[src/rtl/fetch_sequencer.sv]
// Multi-cycle fetch/decode/execute sequencer for the 8-bit core.
// Fetches 16-bit instructions as two bytes and steers write-back, memory and PC.
module fetch_sequencer #(
  parameter int ADDR_W = 8,
  parameter logic [ADDR_W-1:0] RESET_PC = '0
) (
  input  logic              clk,
  input  logic              rst,
  output logic [3:0]        opcode,
  input  logic [15:0]       ctrl_flags,
  output logic [15:0]       instr,
  output logic              mem_req,
  output logic              mem_we,
  output logic [ADDR_W-1:0] mem_addr,
  output logic [7:0]        mem_wdata,
  input  logic [7:0]        mem_rdata,
  input  logic              mem_ack,
  input  logic [7:0]        alu_result,
  input  logic [7:0]        rs_data,
  input  logic [7:0]        rd_data,
  input  logic              branch_taken,
  output logic              reg_we,
  output logic [1:0]        reg_wsel,
  output logic [7:0]        load_data,
  output logic [ADDR_W-1:0] pc,
  output logic              retire,
  output logic              halted
);

  typedef enum logic [2:0] {
    S_FETCH_HI,
    S_FETCH_LO,
    S_DECODE,
    S_EXEC,
    S_MEM,
    S_WB,
    S_HALT
  } state_t;

  state_t              r_state;
  logic [ADDR_W-1:0]   r_pc;
  logic [15:0]         r_instr;
  logic [7:0]          r_load;
  logic                r_req;
  logic                r_we;
  logic [ADDR_W-1:0]   r_addr;
  logic [7:0]          r_wdata;
  logic                r_reg_we;
  logic [1:0]          r_wsel;
  logic                r_retire;
  logic                r_halted;
  logic                r_jr;
  logic                r_br;
  logic                r_cond;
  logic                r_halt;
  logic                r_mem;
  logic                r_mw;

  logic                w_ack;
  logic [ADDR_W+7:0]   w_sext;
  logic [ADDR_W+7:0]   w_rs_ext;
  logic [ADDR_W+7:0]   w_alu_ext;
  logic [ADDR_W-1:0]   w_pc_inc;
  logic [ADDR_W-1:0]   w_pc_rel;
  logic                w_go;
  logic                w_d_halt;
  logic                w_d_mem;
  logic                w_d_alu;
  logic                w_unused;

  assign w_ack     = r_req & mem_ack;
  assign w_sext    = {{ADDR_W{r_instr[7]}}, r_instr[7:0]};
  assign w_rs_ext  = {{ADDR_W{1'b0}}, rs_data};
  assign w_alu_ext = {{ADDR_W{1'b0}}, alu_result};
  assign w_pc_inc  = r_pc + {{(ADDR_W-1){1'b0}}, 1'b1};
  assign w_pc_rel  = r_pc + w_sext[ADDR_W-1:0];
  assign w_go      = (r_jr | r_br) & (~r_cond | branch_taken);
  assign w_d_halt  = ctrl_flags[9];
  assign w_d_mem   = ctrl_flags[1] | ctrl_flags[2];
  assign w_d_alu   = ~|{ctrl_flags[9], ctrl_flags[5:0]};
  assign w_unused  = ^{ctrl_flags[15:10], ctrl_flags[8], ctrl_flags[6]};

  always_ff @(posedge clk or posedge rst) begin
    if (rst) begin
      r_state  <= S_FETCH_HI;
      r_pc     <= RESET_PC;
      r_instr  <= '0;
      r_load   <= '0;
      r_req    <= 1'b0;
      r_we     <= 1'b0;
      r_addr   <= '0;
      r_wdata  <= '0;
      r_reg_we <= 1'b0;
      r_wsel   <= 2'd0;
      r_retire <= 1'b0;
      r_halted <= 1'b0;
      r_jr     <= 1'b0;
      r_br     <= 1'b0;
      r_cond   <= 1'b0;
      r_halt   <= 1'b0;
      r_mem    <= 1'b0;
      r_mw     <= 1'b0;
    end else begin
      r_reg_we <= 1'b0;
      r_retire <= 1'b0;
      unique case (r_state)
        S_FETCH_HI: begin
          if (!r_req) begin
            r_req  <= 1'b1;
            r_we   <= 1'b0;
            r_addr <= r_pc;
          end else if (w_ack) begin
            r_req         <= 1'b0;
            r_instr[15:8] <= mem_rdata;
            r_pc          <= w_pc_inc;
            r_state       <= S_FETCH_LO;
          end
        end
        S_FETCH_LO: begin
          if (!r_req) begin
            r_req  <= 1'b1;
            r_we   <= 1'b0;
            r_addr <= r_pc;
          end else if (w_ack) begin
            r_req        <= 1'b0;
            r_instr[7:0] <= mem_rdata;
            r_pc         <= w_pc_inc;
            r_state      <= S_DECODE;
          end
        end
        S_DECODE: begin
          r_jr   <= ctrl_flags[4];
          r_br   <= ctrl_flags[5];
          r_cond <= ctrl_flags[7];
          r_halt <= w_d_halt;
          r_mem  <= w_d_mem;
          r_mw   <= ctrl_flags[2];
          // Single-cycle EXEC: strobes are armed here so they coincide with EXEC
          if (!w_d_halt && !w_d_mem) begin
            r_retire <= 1'b1;
            if (ctrl_flags[3]) begin
              r_reg_we <= 1'b1;
              r_wsel   <= 2'd3;
            end else if (ctrl_flags[0]) begin
              r_reg_we <= 1'b1;
              r_wsel   <= 2'd2;
            end else if (w_d_alu) begin
              r_reg_we <= 1'b1;
              r_wsel   <= 2'd0;
            end
          end
          r_state <= S_EXEC;
        end
        S_EXEC: begin
          if (r_halt) begin
            r_halted <= 1'b1;
            r_state  <= S_HALT;
          end else if (r_mem) begin
            r_req   <= 1'b1;
            r_we    <= r_mw;
            r_addr  <= w_alu_ext[ADDR_W-1:0];
            r_wdata <= rd_data;
            r_state <= S_MEM;
          end else begin
            if (w_go) begin
              r_pc <= r_jr ? w_rs_ext[ADDR_W-1:0] : w_pc_rel;
            end
            r_state <= S_FETCH_HI;
          end
        end
        S_MEM: begin
          if (w_ack) begin
            r_req <= 1'b0;
            r_we  <= 1'b0;
            if (r_we) begin
              r_retire <= 1'b1;
              r_state  <= S_FETCH_HI;
            end else begin
              r_load   <= mem_rdata;
              r_reg_we <= 1'b1;
              r_wsel   <= 2'd1;
              r_retire <= 1'b1;
              r_state  <= S_WB;
            end
          end
        end
        S_WB: begin
          r_state <= S_FETCH_HI;
        end
        S_HALT: begin
          r_state <= S_HALT;
        end
        default: begin
          r_state <= S_FETCH_HI;
        end
      endcase
    end
  end

  assign opcode    = r_instr[15:12];
  assign instr     = r_instr;
  assign mem_req   = r_req;
  assign mem_we    = r_we;
  assign mem_addr  = r_addr;
  assign mem_wdata = r_wdata;
  assign reg_we    = r_reg_we;
  assign reg_wsel  = r_wsel;
  assign load_data = r_load;
  assign pc        = r_pc;
  assign retire    = r_retire;
  assign halted    = r_halted;

endmodule

[config.mk]
export PLATFORM = sky130hd
export DESIGN_NAME = fetch_sequencer
export DESIGN_NICKNAME = d
export VERILOG_FILES = /design/src/rtl/fetch_sequencer.sv
export SDC_FILE = /design/constraint.sdc
export NUM_CORES = 1
export LEC_CHECK = 0
export BUFFER_PORTS_ARGS = -buffer_cell sky130_fd_sc_hd__clkbuf_2
export CORE_UTILIZATION = 54
export CTS_CLUSTER_DIAMETER = 50
export DETAILED_ROUTE_END_ITERATION = 8
export PLACE_DENSITY = 0.82
export SLEW_MARGIN = 10
export SYNTH_ARGS = -nofsm -noshare
export SYNTH_HDL_FRONTEND = slang
export SYNTH_SLANG_ARGS = --single-unit
[constraint.sdc]
create_clock -name clk -period 4.7 [get_ports clk]
set_clock_uncertainty 0.1 [all_clocks]
set_input_delay 0.705 -clock clk [delete_from_list [all_inputs] [get_ports clk]]
set_output_delay 0.705 -clock clk [all_outputs]
set_load 0.01 [all_outputs]
==> results of run 1 <==
registers in the layout (all words and copies together) (netlist names):
name and flops:
halted 1, instr 16, load_data 8, mem_addr 8
mem_req 1, mem_wdata 8, mem_we 1, pc 8
r_br 1, r_cond 1, r_halt 1, r_jr 1
r_mem 1, r_mw 1, r_state 3, reg_we 1
reg_wsel 2, retire 1
layout by cell type, fill, tap and decap left out, types with 3 or more instances in the layout:
cell,count
clkbuf_8,12
inv_1,6
and3_1,3
mux2_2,36
dfrtp_1,64
a31oi_1,10
o21ai_0,6
nand3_1,3
ha_1,8
nand2_1,30
o22ai_1,3
and3b_1,3
nor2_1,27
a21oi_1,14
nor3_1,5
clkbuf_2,102
nand2b_1,3
o211ai_1,3
power by group through the flow:
stage	Combinational (mW)	Clock, mW	Sequential (mW)
detailed placement	0.0414	0	0.568
floorplan	0.0175	0	0.566
finish	0.0406	0.495	0.558
CTS	0.0415	0.507	0.557
global route	0.0459	0.526	0.557
global placement	0.0405	0	0.568
worst max-delay path, delay by kind of cell (launching register included):
family | cells | cell delay [ns]
compound gates | 4 | 0.74
simple gates | 1 | 0.69
flops | 1 | 0.61
cell families (layout without fill, tap and decap cells):
group	count (synthesis)	after routing
and+or+nand+nor	93	93
muxes	38	38
xor gates and xnor gates	4	4
AOI/OAI and AO/OA	64	64
adders and majority gates	9	9
buffers and inverters	24	127
DFF	64	64
per-layer routing:
metal | vias to the layer above | GRT usage [%] | part of all wire (%)
li1 | 1270 | - | -
met1 | 1242 | 32.2 | 46
met2 | 96 | 36.8 | 46
met3 | 11 | 4.34 | 5.5
met4 | 0 | 13.1 | 2.0
met5 | - | 0 | 0
how the worst max path moves through the flow:
stage	endpoint	slack, ns	from
4_1_cts	pc[6]	2.42	pc[0]
3_3_place_gp	load_data[0]	2.46	mem_ack
3_5_place_dp	pc[6]	2.38	mem_ack
6_report	pc[6]	2.43	r_state[0]
5_1_grt	pc[6]	2.21	r_state[0]
2_1_floorplan	halted	2.30	rst
stage by stage:
step,utilization (%),instances,hold slack (ns),setup slack (ns),instance area [sq um]
after floorplan,-,296,0.371,2.30,3260
after global placement,66.3,455,0.341,2.46,3760
after detailed placement,66.3,455,0.359,2.38,3760
after CTS,70.1,471,0.374,2.42,3980
after global routing,70.1,471,0.394,2.21,3980
final,70.1,471,0.376,2.43,3980
layout make-up:
| class | instances | area, sq um |
|---|---|---|
| Timing Repair Buffer | 103 | 518 |
| Multi-Input combinational cell | 208 | 1520 |
| Clock inverter | 4 | 51.3 |
| Sequential cell | 64 | 1600 |
| Inverter | 8 | 30.0 |
| Clock buffer | 12 | 165 |
| Fill cell | 436 | 1700 |
| Tap cell | 72 | 90.1 |
==> results.md, run 1 <==
* Worst rel slew slack at 47.4%
* Number of enable flip-flop cells after synthesis at 0
* CP required at 4.82 ns
* GPL Wtd Cong at 0.836
* Detail Route Antenna Nets at 0
* CP max FO at 21
* Initial Util at 57.4%
* VDD IR max at 0.182 mV
* Ys Warns at 0
* Post-DP HPWL at 5140 um
* Achievable Freq at 0.440 GHz
* Total Neg Setup Slack at 0 ns
* Boundary Pins at 111
* Total wire length at 6980 um
* Root buf cell: clkbuf_8
* Total power at 1.09 mW
* TritonCTS Buffers at 9
* Layout cell share with drive strength beyond 1 at 43.4%
* Post-synthesis xor/xnor area fraction at 1.08%
* Die area at 6350 sq um
* Post-synth top cells: dfrtp_1, mux2_2, nand2_1, nor2_1, a21oi_1
* First-pass GRT wire length at 11500 um
* Overflow after GRT at 0
* Clock slew seen by the registers of the worst setup and hold paths at 0.07 ns
* Reg2reg end: pc[6]
* Number of max-cap violations at 0
* Pre-antenna DRT Iters at 4
* Synthesized cell area at 3260 sq um
* Core Rows at 27
* Slew Viols, Final at 0
* Clk_lat worst skew at 0.33 ns
* Largest net degree at the start of global routing at 65
* Core area at 5680 sq um
* Mux cell area share after synthesis at 13.1%
* Maximum clock path buffer count at 2
* Final hold viol count at 0
* Crit-path cells: and3b_1 > a21oi_1 > o31ai_1 > o41ai_1 > a211o_1
* Seq cells post-synth at 64
* GR Util All Layers at 24.0%
* Hold Crit Class: reg2reg
* Sequential-to-total area share from yosys stat at 49.2%
* Arr. time, crit path at 2.39 ns
* Hold path cells at 1
* Setup Viol. Count Final at 0
* Outcome: finished clean
* Library cells used by synthesis at 58
* Lkg Pwr at 2.04 nW
* Synth top area share at 49.2%
* CP Capture Type: flop
* Power per cell area at 275 nW/um^2
* Largest cells by area after synthesis: dfrtp_1, mux2_2, nand2_1
* Largest stage delay on the critical path at 0.69 ns
* Count leader, synth: dfrtp_1
* Reg2Reg Depth at 5
* Switching share of total power at 21.3%
* Post-synthesis simple-gate area fraction at 14.3%
* Die Y at 79.7 um
* Hold Crit Endpoint: halted
* CP max stage cell: and3b_1
* Cts repair resizes at 0
* Sequential share of power at 51.0%
* Reg2Reg Setup Slack at 2.43 ns
* PortBufs at 102
* Adder-cell share of the synthesized area at 3.69%
* Psw at 0.233 mW
* Clock sink total at 64
* Hold_buf cts at 0
* Comb power frac at 3.7%
* Setup Buffers After CTS at 0
* Compound-gate portion of the synthesized area at 14.6%
* RSZ-0062 raised after global routing: no
* Clock share of power at 45.3%
* Largest family of logic cells by synthesized area: compound AO/OA/AOI/OAI gates
* Initial antenna violation count at 0
* Layout area overhead at 22.1%
* Post-Synthesis Cells at 296
* Synthesized Nets at 357
* Fin crit share at 48.3%
* Startpoint types: flop
* Hold_sp: halted
* Antenna cells at 0
* Async S/R FF share, synth at 100%
* Cell taking the most area after synthesis: dfrtp_1
* Least-Margin Pin Slew at 0.789 ns
* Vias/cell at 5.56
* CTS tree: done
* DRC at 0
* DRT iter0 DRCs at 149
* H-tree depth at 3
* Die W at 79.7 um
* Final Net Count at 455
* Syn_area_per_cell at 11.0 sq um
* WL/cell at 14.8 um
* Vias at 2619
* Synth Flop Type: dfrtp_1
* Tmin final at 2.27 ns
* Setup CP Type: reg2reg
* Internal at 0.860 mW
* Number of global-route vias before repair at 2484
* Worst r2r src: r_state[0]
Power figures use the tool's default switching activity.
==> inputs of run 2 (changes only) <==
- ABC_AREA: default -> 1
- CORE_UTILIZATION: 54 -> 50
- PLACE_DENSITY: 0.82 -> 0.76
- clock period: 4.7 -> 2.3 ns (I/O delays scaled with it)
==> run 2 against run 1 <==
Against the previous run: clock-buffer cell count shrank 2; largest power group is now combinational cells; register-to-register slack worse by 2.1 ns; clock power increased by 110%; largest cell class unchanged; synthesized area grew 1.2%; critical path type unchanged; via count is 13% higher; non-clock buffer count grew 4; total power grew to 5.4 times the previous value; critical path depth is 7 higher; routed wire length rose by 8.2%; combinational power increased to 69 times the previous value.
==> results.md, run 2 <==
* Ys Warns at 0
* Overflow after GRT at 0
* Vias/cell at 5.02
* TritonCTS Buffers at 9
* Seq cells post-synth at 64
* Core area at 6350 sq um
* Synth Flop Type: dfrtp_1
* DRC at 0
* Largest cells by area after synthesis: dfrtp_1, nand2_1, o21ai_0
* Layout cell share with drive strength beyond 1 at 29.7%
* Root buf cell: clkbuf_8
* Boundary Pins at 111
* Total Neg Setup Slack at 0 ns
* Largest stage delay on the critical path at 0.47 ns
* Slew Viols, Final at 0
* CTS tree: done
* Family with the most delay on the worst path: adder cells
* Layout area overhead at 24.2%
* Library cells used by synthesis at 36
* Die Y at 83.2 um
* Hold_sp: ctrl_flags[7]
* Placed Cells incl. Taps at 574
* GPL Wtd Cong at 0.867
* Largest net degree at the start of global routing at 39
* Clock sink total at 64
* Synth top area share at 48.6%
* Arr. time, crit path at 2.09 ns
* Fin crit share at 84.1%
* CP Capture Type: flop
* Number of max-cap violations at 0
* GR Util All Layers at 23.6%
* WL/cell at 12.8 um
* CP required at 2.46 ns
* Initial Util at 51.9%
* Outcome: finished clean
* VDD IR max at 0.890 mV
* Tmin final at 1.93 ns
* Syn_area_per_cell at 8.18 sq um
* Clk_lat worst skew at 0.33 ns
* Least-Margin Pin Slew at 0.571 ns
* Crit-path cells: ha_1 > inv_1 > fa_1 > inv_1 > nand2_1 > nand2_1 > nand3b_1 > nand2_1 > nand2_1 > nand3_1 > nand2_1 > a21oi_1
* Synthesized cell area at 3300 sq um
* Pre-antenna DRT Iters at 4
* Final hold viol count at 0
* Initial antenna violation count at 0
* Post-Synthesis Cells at 403
* Final Net Count at 570
* DRT iter0 DRCs at 103
* Cell taking the most area after synthesis: dfrtp_1
* Async S/R FF share, synth at 100%
* Sequential-to-total area share from yosys stat at 48.6%
* Lkg Pwr at 2.26 nW
* Post-DP HPWL at 5680 um
* Die area at 6920 sq um
* H-tree depth at 3
* Synthesized Nets at 464
* Post-synth top cells: nand2_1, dfrtp_1, nor2_1, o21ai_0, inv_1
* Worst path bufs/invs at 2
* Worst r2r src: pc[0]
* Non-filler cells, final at 589
* Number of enable flip-flop cells after synthesis at 0
* Achievable Freq at 0.517 GHz
* RSZ-0062 raised after global routing: no
* PortBufs at 102
* Setup CP Type: reg2reg
* Setup Viol. Count Final at 0
* CP max stage cell: dfrtp_1
* First-pass GRT wire length at 13100 um
* Core Rows at 29
* Maximum clock path buffer count at 2
* Worst rel slew slack at 61.8%
* Commonest non-fill, non-tap cell in the layout: nand2_1
* Total wire length at 7550 um
* Crit path from: pc[0]
* Vias at 2959
* Most frequent CP cell: nand2_1
* Total power at 5.92 mW
* Die W at 83.2 um
* Clock slew seen by the registers of the worst setup and hold paths at 0.07 ns
* Power per cell area at 1450 nW/um^2
* Max reg flops at 16
* Most frequent cells in the layout: nand2_1, clkbuf_2, dfrtp_1
* Number of global-route vias before repair at 2930
* Startpoint types: flop
* Count leader, synth: nand2_1
* Detail Route Antenna Nets at 0
* Hold Crit Class: in2reg
* Antenna cells at 0
* Fin util at 64.5%
* CP max FO at 7
[run 2: logic make-up (layout without fill, tap and decap cells)]
family	Yosys count	in the layout	share of synthesized area, %
flip-flops	64	64	48.6
multiplexers	9	9	3.04
AO/OA/AOI/OAI	71	71	11.3
adder cells (fa/ha/maj)	9	9	3.64
XOR/XNOR	3	3	0.797
buffers and inverters	54	163	6.91
AND/OR/NAND/NOR	193	193	25.7
[run 2: through the flow]
step                      area, sq um  worst slack, ns  hold slack, ns
after CTS                        4090            0.354           0.103
after detailed placement         3880            0.367           0.320
after global routing             4090           0.0883           0.114
final                            4090            0.366           0.116
after global placement           3880            0.412           0.313
after floorplan                  3300            0.257           0.342
[run 2: path summary, 6_finish.rpt]
check                      slack, ns     endpoint  depth (start not counted)
max                             0.37        pc[6]                         12
min                             0.12       r_cond                          3
min in group asynchronous       0.49     instr[8]                          3
min reg2reg                     0.37       halted                          2
max in group asynchronous       1.00  mem_addr[2]                          4
max reg2reg                     0.37        pc[6]                         12
[run 2: timing repair]
item,in CTS,in global routing
hold buffers,1,0
gates resized for setup,0,0
hold endpoints to repair,26,0
setup endpoints to repair,0,0
setup buffers,0,0
[run 2: power by group]
part / internal, mW / switching [mW] / total (mW)
clock network: 0.624 / 0.413 / 1.04
registers: 1.63 / 0.441 / 2.07
logic: 1.16 / 1.65 / 2.81
[run 2: final cells by class]
cell class / instances / area (sq um)
Clock buffer: 10 / 138
Sequential cell: 64 / 1600
Tap cell: 77 / 96.3
Timing Repair Buffer: 107 / 563
Fill cell: 565 / 2260
Multi-Input combinational cell: 285 / 1470
Clock inverter: 4 / 70.1
Inverter: 42 / 158
[run 2: tightest hold or removal path: cells and delay by family]
kind | cells | cell delay [ns]
buf+inv | 1 | 0.07
simple gates | 2 | 0.10
[run 2: routing by layer]
| metal | share of wire (%) | global-route usage (%) | wire (um) |
|---|---|---|---|
| met4 | 1.3 | 10.2 | 100 |
| met1 | 47 | 29.8 | 3540 |
| met3 | 6.5 | 5.57 | 488 |
| met5 | 0 | 0 | 0 |
| met2 | 45 | 38.9 | 3420 |
==> inputs of run 3 (changes only) <==
- ABC_AREA: 1 -> 0
- PLACE_DENSITY: 0.76 -> 0.77
- clock period: 2.3 -> 1.95 ns (I/O delays scaled with it)
==> run 3 against run 2 <==
Against the previous run: the run now ends with negative setup slack left; final cell count is 13% lower; register-to-register slack worse by 0.40 ns; cell area is 8.5% higher; critical endpoint is now pc[5]; total power is 54% lower; sequential share of layout area is 2.9 points lower; clock power is 21% higher; clock-buffer cell count is 1 lower; flip-flop and latch count stayed put; largest power group is now sequential cells.
==> results.md, run 3 (synthesis results as in run 1) <==
* Outcome: finished, violations left
* Violations in the final reports: negative setup slack
* Initial antenna violation count at 0
* Largest stage delay on the critical path at 0.49 ns
* Post-DP HPWL at 5690 um
* Die area at 6840 sq um
* CP max FO at 4
* First-pass GRT wire length at 12200 um
* RSZ-0062 raised after global routing: yes
* Number of global-route vias before repair at 2542
* Power per cell area at 610 nW/um^2
* Commonest non-fill, non-tap cell in the layout: clkbuf_2
* Layout cell share with drive strength beyond 1 at 53.7%
* Total wire length at 8010 um
* Die W at 82.7 um
* Placement Setup Slack at -0.0889 ns
* Final Worst Setup Slack at -0.0367 ns
* Hold_sp: rd_data[3]
* Least-Margin Pin Slew at 0.491 ns
* Root buf cell: clkbuf_8
* Comb power frac at 4.2%
* Startpoint types: flop
* Total power at 2.71 mW
* Initial Util at 51.6%
* Most frequent cells in the layout: clkbuf_2, dfrtp_1, mux2_2
* Pre-antenna DRT Iters at 4
* Clk_lat worst skew at 0.33 ns
* Maximum clock path buffer count at 2
* TritonCTS Buffers at 9
* DRT iter0 DRCs at 201
* Family with the most delay on the worst path: compound AO/OA/AOI/OAI gates
* Hold Crit Class: in2reg
* Final hold viol count at 0
* Die Y at 82.7 um
* Max reg flops at 16
* Psw at 0.606 mW
* Achievable Freq at 0.503 GHz
* DRC at 0
* Hold Crit Endpoint: mem_wdata[3]
* H-tree depth at 3
* Detail Route Antenna Nets at 0
* Vias at 2791
* Core area at 6310 sq um
* Worst rel slew slack at 67.2%
* Setup CP Type: reg2reg
* GR Util All Layers at 24.2%
* Antenna cells at 0
* Switching share of total power at 22.4%
* Reg2Reg Depth at 6
* Vias/cell at 5.46
* Final Instance Area at 4440 sq um
* Reg2Reg Setup Slack at -0.04 ns
* VDD IR max at 0.564 mV
* Worst r2r src: pc[3]
* WL/cell at 15.7 um
* Overflow after GRT at 0
* CP Capture Type: flop
* Lkg Pwr at 2.21 nW
* Layout area overhead at 36.3%
* Core Rows at 29
* CP required at 2.08 ns
* Slew Viols, Final at 0
* Arr. time, crit path at 2.12 ns
* CTS tree: done
* CP max stage cell: or4b_1
* Crit-path cells: ha_4 > o21ai_1 > or4b_1 > a31oi_2 > a2111oi_2 > a311oi_1
* Hold path cells at 2
* Setup Viol. Count Final at 3
* Clock slew seen by the registers of the worst setup and hold paths at 0.08 ns
* Clock sink total at 64
* Largest net degree at the start of global routing at 52
* Sequential share of power at 49.4%
* Internal at 2.10 mW
* Number of max-cap violations at 0
* Worst path bufs/invs at 0
* Reg2reg end: pc[5]
* PortBufs at 102
* Clock share of power at 46.4%
* GPL Wtd Cong at 0.803
* Tmin final at 1.99 ns
* Final Net Count at 490
* Placed Instance Area at 4100 sq um
* Fin crit share at 102%
* Boundary Pins at 111
-- run 3: power by group through the flow --
| stage | combinational [mW] | sequential (mW) | clock [mW] |
|---|---|---|---|
| after global routing | 0.127 | 1.34 | 1.34 |
| after global placement | 0.109 | 1.36 | 0 |
| final | 0.114 | 1.34 | 1.26 |
| after CTS | 0.114 | 1.34 | 1.28 |
| after detailed placement | 0.111 | 1.36 | 0 |
| after floorplan | 0.0426 | 1.36 | 0 |
-- run 3: worst max path at each step --
stage                        start     to  depth (start not counted)
after CTS                 instr[0]  pc[2]                          9
final                        pc[3]  pc[5]                          6
after global placement    instr[0]  pc[6]                          8
after floorplan              pc[0]  pc[6]                          8
after global routing         pc[1]  pc[5]                          6
after detailed placement  instr[0]  pc[6]                          8
-- run 3: area by class of cell --
cell class,instances,area (sq um)
Tap cell,77,96.3
Fill cell,490,1870
Multi-Input combinational cell,208,1660
Timing Repair Buffer,138,825
Clock buffer,9,124
Clock inverter,7,96.3
Inverter,8,33.8
Sequential cell,64,1610
-- run 3: worst reg2reg max path, stage by stage (launching register included) --
cell,delay [ns]
dfrtp_2,0.43
ha_4,0.31
o21ai_1,0.10
or4b_1,0.49
a31oi_2,0.21
a2111oi_2,0.05
a311oi_1,0.21
-- run 3: repair_timing --
action                                 in CTS  in global routing
hold buffers                                1                  0
resized for setup                           9                  9
buffers inserted                            1                  3
setup endpoints to repair                   5                 14
pin swaps                                  11                  7
gates cloned                                0                  0
endpoints found under the hold margin      13                  0
-- run 3: per-stage QoR --
step / hold WS, ns / setup TNS [ns] / util (%) / cells
2_1_floorplan: 0.309 / 0 / - / 296
3_3_place_gp: 0.162 / -0.00189 / 64.9 / 490
3_5_place_dp: 0.171 / -0.179 / 64.9 / 490
4_1_cts: 0.0707 / -0.160 / 69.3 / 508
5_1_grt: 0.0677 / -0.416 / 70.3 / 511
6_report: 0.0842 / -0.0762 / 70.3 / 511
-- run 3: metal layers --
| layer | vias up | global-route usage (%) | part of all wire [%] |
|---|---|---|---|
| met4 | 0 | 8.28 | 0.65 |
| met1 | 1369 | 32.2 | 45 |
| met5 | - | 0 | 0 |
| met2 | 80 | 39.8 | 50 |
| met3 | 5 | 4.07 | 4.2 |
| li1 | 1337 | - | - |
